**config.mk**
```make
export PLATFORM = sky130hd
export DESIGN_NAME = canvas_scanout
export DESIGN_NICKNAME = d
export VERILOG_FILES = /design/src/rtl/canvas_scanout.sv
export SDC_FILE = /design/constraint.sdc
export NUM_CORES = 1
export LEC_CHECK = 0
export BUFFER_PORTS_ARGS = -buffer_cell sky130_fd_sc_hd__buf_2
export CORE_AREA = 2 2 97 99
export DETAILED_ROUTE_END_ITERATION = 10
export DIE_AREA = 0 0 99 101
export PLACE_DENSITY = 0.81
export RECOVER_POWER = 50
export SYNTH_ARGS = -nofsm -noshare
export SYNTH_HDL_FRONTEND = slang
export SYNTH_SLANG_ARGS = --single-unit
```
**constraint.sdc**
```tcl
create_clock -name clk -period 3 [get_ports clk]
set_input_delay 0.15 -clock clk [delete_from_list [all_inputs] [get_ports clk]]
set_output_delay 0.15 -clock clk [all_outputs]
set_load 0.05 [all_outputs]
```
**src/rtl/canvas_scanout.sv**
```systemverilog
// Canvas read-side scanout: fetches one display line from the canvas RAM and
// streams it out as {alpha, color} cells through a small credit-managed FIFO.
module canvas_scanout #(
    parameter int SCREEN_W   = 320,
    parameter int SCREEN_H   = 240,
    parameter int FIFO_DEPTH = 4
) (
    input  logic        clk,
    input  logic        reset,
    input  logic        line_start,
    input  logic [7:0]  line_num,
    input  logic [3:0]  scroll_x,
    input  logic [3:0]  scroll_y,
    output logic        busy,
    output logic [16:0] canvas_addr,
    output logic        canvas_re,
    input  logic [9:0]  canvas_data,
    output logic        pix_valid,
    input  logic        pix_ready,
    output logic [9:0]  pix_data,
    output logic        pix_last,
    output logic        line_done
);
    localparam int XW = $clog2(SCREEN_W + 1);
    localparam int PW = $clog2(FIFO_DEPTH);
    localparam int CW = PW + 1;

    typedef enum logic [1:0] {IDLE, FETCH, DRAIN} state_e;

    state_e          state_q, state_d;
    logic [XW-1:0]   x_q, x_d;
    logic [3:0]      col0_q, col0_d;
    logic [7:0]      row_q, row_d;
    logic            re_q, re_d;
    logic            re_last_q, re_last_d;
    logic            pend_q, pend_last_q;
    logic [16:0]     addr_q, addr_d;

    logic [10:0]     mem_q [FIFO_DEPTH];
    logic [PW-1:0]   wptr_q, rptr_q;
    logic [CW-1:0]   cnt_q;
    logic [10:0]     head;
    logic            push, pop, credit;
    logic [CW:0]     occ;

    assign push      = pend_q;
    assign pix_valid = (cnt_q != '0);
    assign pop       = pix_valid & pix_ready;
    assign head      = mem_q[rptr_q];
    assign pix_data  = head[9:0];
    assign pix_last  = pix_valid & head[10];
    assign line_done = (state_q == DRAIN) & pop & head[10];
    assign busy      = (state_q != IDLE);
    assign canvas_re   = re_q;
    assign canvas_addr = addr_q;

    // Occupancy counts FIFO entries plus both read-pipeline stages, net of
    // this cycle's pop, so a read issued now always has a slot waiting.
    assign occ    = {1'b0, cnt_q} + (CW+1)'(re_q) + (CW+1)'(pend_q) - (CW+1)'(pop);
    assign credit = occ < (CW+1)'(FIFO_DEPTH);

    always_comb begin
        state_d   = state_q;
        x_d       = x_q;
        col0_d    = col0_q;
        row_d     = row_q;
        re_d      = 1'b0;
        re_last_d = 1'b0;
        addr_d    = addr_q;
        unique case (state_q)
            IDLE: begin
                // The first read goes out on the accepting edge so canvas_re
                // appears one cycle after line_start.
                if (line_start && ({1'b0, line_num} < 9'(SCREEN_H))) begin
                    state_d = FETCH;
                    col0_d  = scroll_x;
                    row_d   = line_num + {4'b0, scroll_y};
                    re_d    = 1'b1;
                    addr_d  = {9'(scroll_x), row_d};
                    x_d     = XW'(1);
                end
            end
            FETCH: begin
                if (credit) begin
                    re_d      = 1'b1;
                    addr_d    = {9'(col0_q) + 9'(x_q), row_q};
                    re_last_d = (x_q == XW'(SCREEN_W - 1));
                    x_d       = x_q + XW'(1);
                    if (x_q == XW'(SCREEN_W - 1)) state_d = DRAIN;
                end
            end
            DRAIN: begin
                if (line_done) state_d = IDLE;
            end
            default: state_d = IDLE;
        endcase
    end

    always_ff @(posedge clk) begin
        if (reset) begin
            state_q     <= IDLE;
            x_q         <= '0;
            col0_q      <= '0;
            row_q       <= '0;
            re_q        <= 1'b0;
            re_last_q   <= 1'b0;
            pend_q      <= 1'b0;
            pend_last_q <= 1'b0;
            addr_q      <= '0;
            wptr_q      <= '0;
            rptr_q      <= '0;
            cnt_q       <= '0;
        end else begin
            state_q     <= state_d;
            x_q         <= x_d;
            col0_q      <= col0_d;
            row_q       <= row_d;
            re_q        <= re_d;
            re_last_q   <= re_last_d;
            pend_q      <= re_q;
            pend_last_q <= re_last_q;
            addr_q      <= addr_d;
            if (push) wptr_q <= wptr_q + PW'(1);
            if (pop)  rptr_q <= rptr_q + PW'(1);
            cnt_q <= cnt_q + CW'(push) - CW'(pop);
        end
    end

    always_ff @(posedge clk) begin
        if (push) mem_q[wptr_q] <= {pend_last_q, canvas_data};
    end
endmodule

```
### After elaboration in Yosys (flattened, before gate mapping)

Memory sizes are Yosys's and may differ from the RTL's. A register that Yosys moved wholly into a read port is not among the register bits.
Cells that the tools add are included.

* input bits: 30
* register bits after elaboration: 51
* memory bits (writable): 44
* memories: 1
* output and inout port bits: 32

Memories
* mem_q: words 4, width 11, read ports 1, clocked after memory_dff 1, wr ports 1, RTL line 39 `logic [10:0] mem_q [FIFO_DEPTH];`

* eq/ne operators: 7
* magnitude comparators: 2
* add/sub/neg operators: 10
* muxes and demuxes: 18
* reduce and logical (&&, ||, !) cells: 9
* bitwise logic cells: 6

Operator list (count)
* 2-to-1 mux 17 bit: 2
* case mux 17 bit (2 select lines): 1
* 2-to-1 mux 9 bit: 2
* case mux 9 bit (2 select lines): 1
* 2-to-1 mux 2 bit: 6
* adder 4 x 9 -> 9 bit: 1
* adder 9 x 1 -> 9 bit (second input constant): 1
* == test 9 bit (second input constant): 1
* adder 8 x 4 -> 8 bit: 1
* less-than comparator 8 bit (second input constant): 1
* inequality test 2 bit (second input constant): 4
* case mux 2 bit (3 select lines): 1
* adder 2 x 1 -> 2 bit (second input constant): 2
* adder 3 x 1 -> 4 bit: 1
* adder 4 x 1 -> 4 bit: 1
* AND 1 bit: 4
* less-than comparator 4 x 3 -> 1 bit (second input constant): 1
* 2-to-1 mux 1 bit: 4
* AND reduction 4 bit: 1
* nonzero test 2 bit: 2
* subtractor 4 x 1 -> 4 bit: 1
* adder 3 x 1 -> 3 bit: 1
* AND reduction 3 bit: 1
* nonzero test 3 bit: 1
* 9 further kinds: 10

### Longest topological paths before layout

* word-level depth: 6
* mapped depth: 12
* depth with buffers taken out: 10

### Least setup slack after synthesis

OpenSTA, ideal clock, no wires.

* path kind: register to register
* from: reg cnt_q[1]
* to: reg addr_q[6], in the netlist canvas_addr[6]
* data arrival time: 3.174 ns
* period minus slack after synthesis: 3.242 ns
* path buffers: 2
* cell stages (with the launch flop): 13
* data required time: 2.933 ns
* setup slack: -0.242 ns
* cell sequence: dfxtp_1 or3_1 clkbuf_1 nand2_1 or2_2 nand2_1 ha_1 a21o_1 a2111o_1 and3_4 buf_6 a211o_1 a21oi_2

* longest elaborated chain between the ends: 6
* elaborated cells on any way between the ends: 8
* those cells by class: add/sub (3); order compare (1); eq/ne (1); bitwise (1); reduce/logical (2)

RTL lines
* start: declaration: RTL line 41 `logic [CW-1:0] cnt_q;`
* start signal: assignment: RTL line 125 `cnt_q <= cnt_q + CW'(push) - CW'(pop);`
* nonzero test 3 bit: RTL line 47 `assign pix_valid = (cnt_q != '0);`
* named net pix_valid: RTL line 18 `output logic pix_valid,`
* AND 1 bit: RTL line 48 `assign pop = pix_valid & pix_ready;`
* subtractor 4 x 1 -> 4 bit: RTL line 59 `assign occ = {1'b0, cnt_q} + (CW+1)'(re_q) + (CW+1)'(pend_q) - (CW+1)'(pop);`
* less-than comparator 4 x 3 -> 1 bit: RTL line 60 `assign credit = occ < (CW+1)'(FIFO_DEPTH);`
* inequality test 2 bit (no source line)
* AND reduction 3 bit (no source line)
* end signal: assignment: RTL line 122 `addr_q <= addr_d;`
* end: declaration: RTL line 37 `logic [16:0] addr_q, addr_d;`

The timed path passes the listed nets, and every way through them passes these cells.
A chain may end at the register's enable or synchronous reset.

### Worst setup path in the final report

* from: reg cnt_q[0]
* to: reg addr_q[5], in the netlist canvas_addr[5]

* longest elaborated chain between the ends: 6
* elaborated cells on any way between the ends: 8
* those cells by class: add/sub (3); order compare (1); eq/ne (1); bitwise (1); reduce/logical (2)

RTL lines (RTL line)
* adder 3 x 1 -> 4 bit / nonzero test 3 bit (equally long branches): 59, 47
* adder 4 x 1 -> 4 bit / AND 1 bit (equally long branches): 59, 48
* subtractor 4 x 1 -> 4 bit *: 59
* less-than comparator 4 x 3 -> 1 bit *: 60
* inequality test 2 bit (no source line) *
* AND reduction 3 bit (no source line) *

Every way passes the cells marked *; elsewhere a longest branch is shown, timed or not.

==> metrics.yaml <==
grt:
  overflow: 0
  grt_max_degree: 36
  grt_pass1_vias: 3029
  grt_use_total_pct: 17.5
  grt_pass1_wl_um: 13900
  antenna_found_initial: 0
detailed_routing:
  wl_met2_um: 4300
  top_layer_used: "met4"
  drt_iter0_drc: 111
  vias: 3188
  wl_met1_um: 3610
  drc: 0
  ant_nets: 0
  met3WireLength_um: 467
  wl_per_cell_um: 14.5
  wl_um: 8430
  dr.pass1.iters: 4
  vias_per_cell: 5.50
logic_synthesis:
  synth-main-ff-cell: "dfxtp_1"
  syn_avg_cell_area_sq_um: 11.0
  ys_ff_latch: 97
  syn_inst: 396
  netlist_area_sq_mm: 0.00437
  synth-edff-count: 44
  synth.distinct_cells: 51
  syn_nets: 446
  synthArstFlopShare_pct: 0
  yosys_warnings: 0
  synth-seq-area-share_pct: 54.5
clock_network:
  ctsHtreeMaxLevel: 3
  clk_path_buf_depth: 2
  cts_made_buffers: 9
  root_buffer: "clkbuf_8"
  cts_tree: "yes"
  cts.sinks: 97
  path_clk_slew_ns: 0.10
  postCtsSetupBuffers: 0
  clock_latency_ns: 0.36
sta:
  relSlewSlack_pct: 47.2
  post-route-min-period_ns: 2.83
  drv_slew: 0
  fin_crit_sh_pct: 94.3
  rsz0062_at_grt: "false"
  skew_ns: 0.00883
  fin_tns_setup_ns: 0
  worst_pin_slew_ns: 0.791
  finalSetupViolations: 0
  max_freq_mhz: 354
  setup_ws_ns: 0.172
  hold_viol: 0
critical_path:
  critPathRequiredTime_ns: 3.29
  rr_startpoint: "cnt_q[0]"
  path_max_fanout: 21
  crit_type: "reg2reg"
  rrSetupSlack_ns: 0.17
  start_kind: "flip-flop"
  rr_worst_depth: 10
  r2r-end: "canvas_addr[5]"
  critical_path_arrival_ns: 3.12
  cp-end-kind: "flip-flop"
worst_hold_path:
  min_path_type: "in2reg"
  hold_end: "col0_q[0]"
  worstHoldStart: "scroll_x[0]"
  whs_path_depth: 3
power_and_ir_drop:
  vdd_drop_max_v: 0.000318
  p_comb_share_pct: 32.4
  p_per_area_mw_per_mm2: 691
  p_seq_share_pct: 44.7
  power_frac_clock_pct: 22.9
  p_int_uw: 2170
  power_uw: 3480
  leakage_uw: 0.00187
  p_sw_share_pct: 37.5
  p_switching_uw: 1300
floorplanning:
  die_y_um: 101
  start_util_pct: 48.7
  floorplan.rows: 35
  fp.coreArea_sq_mm: 0.00898
  die-area_sq_mm: 0.0100
  ioPinCount: 62
  dieWidth_um: 99
final_layout:
  drive_gt1_share_pct: 15.8
  nFillCells: 768
  antenna_cells: 0
  nNetsFinal: 514
  final_common_cell: "dfxtp_1"
  area_growth_pct: 15.2
  final_cell_mix: "53 x dfxtp_1, 44 x edfxtp_1, 40 x nand2_1"
place:
  place.port_buffers: 61
  gp_congestion: 0.831
  pre_cts_ws_ns: 0.102
  hpwl_um: 5910
flow_run:
  maxCapViolCount: 0
run_status:
  status: "complete, no violations"
[worst max-delay path by stage]
stage | slack (ns) | end | from | cells past startpoint
floorplan | 0.009 | canvas_addr[6] | cnt_q[0] | 12
global placement | 0.19 | canvas_addr[5] | cnt_q[0] | 10
detailed placement | 0.10 | canvas_addr[8] | cnt_q[0] | 11
CTS | 0.06 | canvas_addr[5] | cnt_q[0] | 10
global route | 0.05 | canvas_addr[2] | cnt_q[1] | 11
finish | 0.17 | canvas_addr[5] | cnt_q[0] | 10
[power by group through the flow]
stage	combinational (uW)	sequential [uW]	clock (uW)
floorplan	788	1680	0
global placement	1100	1580	0
detailed placement	1120	1580	0
CTS	1130	1550	821
global route	1230	1570	886
finish	1130	1550	797
[cells in the mapped netlist (2+ instances only)]
| master | n | area, sq um |
|---|---|---|
| a211o_1 | 3 | 26.3 |
| a211oi_1 | 14 | 105 |
| a21o_1 | 5 | 37.5 |
| a21oi_1 | 32 | 160 |
| a311o_1 | 2 | 20.0 |
| a311oi_1 | 7 | 61.3 |
| and2_1 | 5 | 31.3 |
| and3_1 | 4 | 25.0 |
| buf_2 | 3 | 15.0 |
| clkbuf_1 | 16 | 60.1 |
| dfxtp_1 | 53 | 1060 |
| edfxtp_1 | 44 | 1320 |
| fa_1 | 3 | 60.1 |
| ha_1 | 17 | 213 |
| inv_1 | 14 | 52.6 |
| mux2i_1 | 2 | 20.0 |
| mux4_2 | 11 | 248 |
| nand2_1 | 41 | 154 |
| nand2b_1 | 2 | 12.5 |
| nand3_1 | 14 | 70.1 |
| nor2_1 | 38 | 143 |
| nor2b_1 | 5 | 31.3 |
| nor3_1 | 8 | 40.0 |
| nor3b_1 | 2 | 15.0 |
| o211ai_1 | 3 | 22.5 |
| o21ai_0 | 10 | 50.1 |
| o21bai_1 | 2 | 15.0 |
| or2_2 | 2 | 12.5 |
| or3_1 | 3 | 18.8 |
| xnor2_1 | 4 | 35.0 |
| xor2_1 | 7 | 61.3 |
[stage by stage]
stage               hold WS [ns]  instance area (sq um)  cells  util [%]
finish                    0.0379                   5040    580      56.1
global route              0.0239                   5040    580      56.1
CTS                       0.0206                   5060    580      56.4
detailed placement         0.373                   4780    554      53.2
global placement           0.364                   4780    554      53.2
floorplan                  0.249                   4370    396         -
[sequential cells by signal, indices dropped and copies added (netlist names), named ones only]
| name | count |
|---|---|
| x_q | 9 |
| pend_last_q | 1 |
| row_q | 8 |
| re_last_q | 1 |
| canvas_re | 1 |
| mem_q | 44 |
| state_q | 2 |
| col0_q | 4 |
| canvas_addr | 17 |
| cnt_q | 3 |
| pend_q | 1 |
| rptr_q | 2 |
| wptr_q | 2 |
[routing by layer]
| metal | up-vias | GRT usage [%] |
|---|---|---|
| li1 | 1578 | - |
| met5 | - | 0 |
| met4 | 0 | 3.90 |
| met2 | 88 | 31.7 |
| met3 | 8 | 5.13 |
| met1 | 1514 | 20.5 |
[cell type report]
type | instances | area [sq um] | share of cell area (%)
Inverter | 14 | 52.6 | 1.04
Timing Repair Buffer | 78 | 425 | 8.45
Sequential cell | 97 | 2380 | 47.3
Clock buffer | 9 | 124 | 2.46
Clock inverter | 7 | 60.1 | 1.19
Tap cell | 111 | 139 | 2.76
Multi-Input combinational cell | 264 | 1850 | 36.8
[cells by family (layout without fill, tap and decap cells)]
family,after synthesis,count (layout),share of synthesized area [%]
mux,13,13,6.13
xor+xnor,11,11,2.20
buf+inv,35,108,3.26
fa+ha+maj,20,20,6.24
flops,97,97,54.5
simple gates,130,130,13.8
compound gates,90,90,13.8
[worst max-delay path, cell delays in order, from the launching register on]
cell	delay (ns)
dfxtp_1	0.36
or3_4	0.43
nand2_2	0.12
or2_2	0.13
nand2_1	0.06
ha_1	0.28
a21o_1	0.17
a2111o_1	0.47
and3_4	0.29
a311o_1	0.33
a21oi_1	0.12
[repair_timing]
item	in CTS	in global routing
hold buffers	10	0
resized for setup	0	3
endpoints found under the setup margin	0	9
hold endpoints to repair	35	0
No activity file was read; power rests on OpenSTA's default activity.
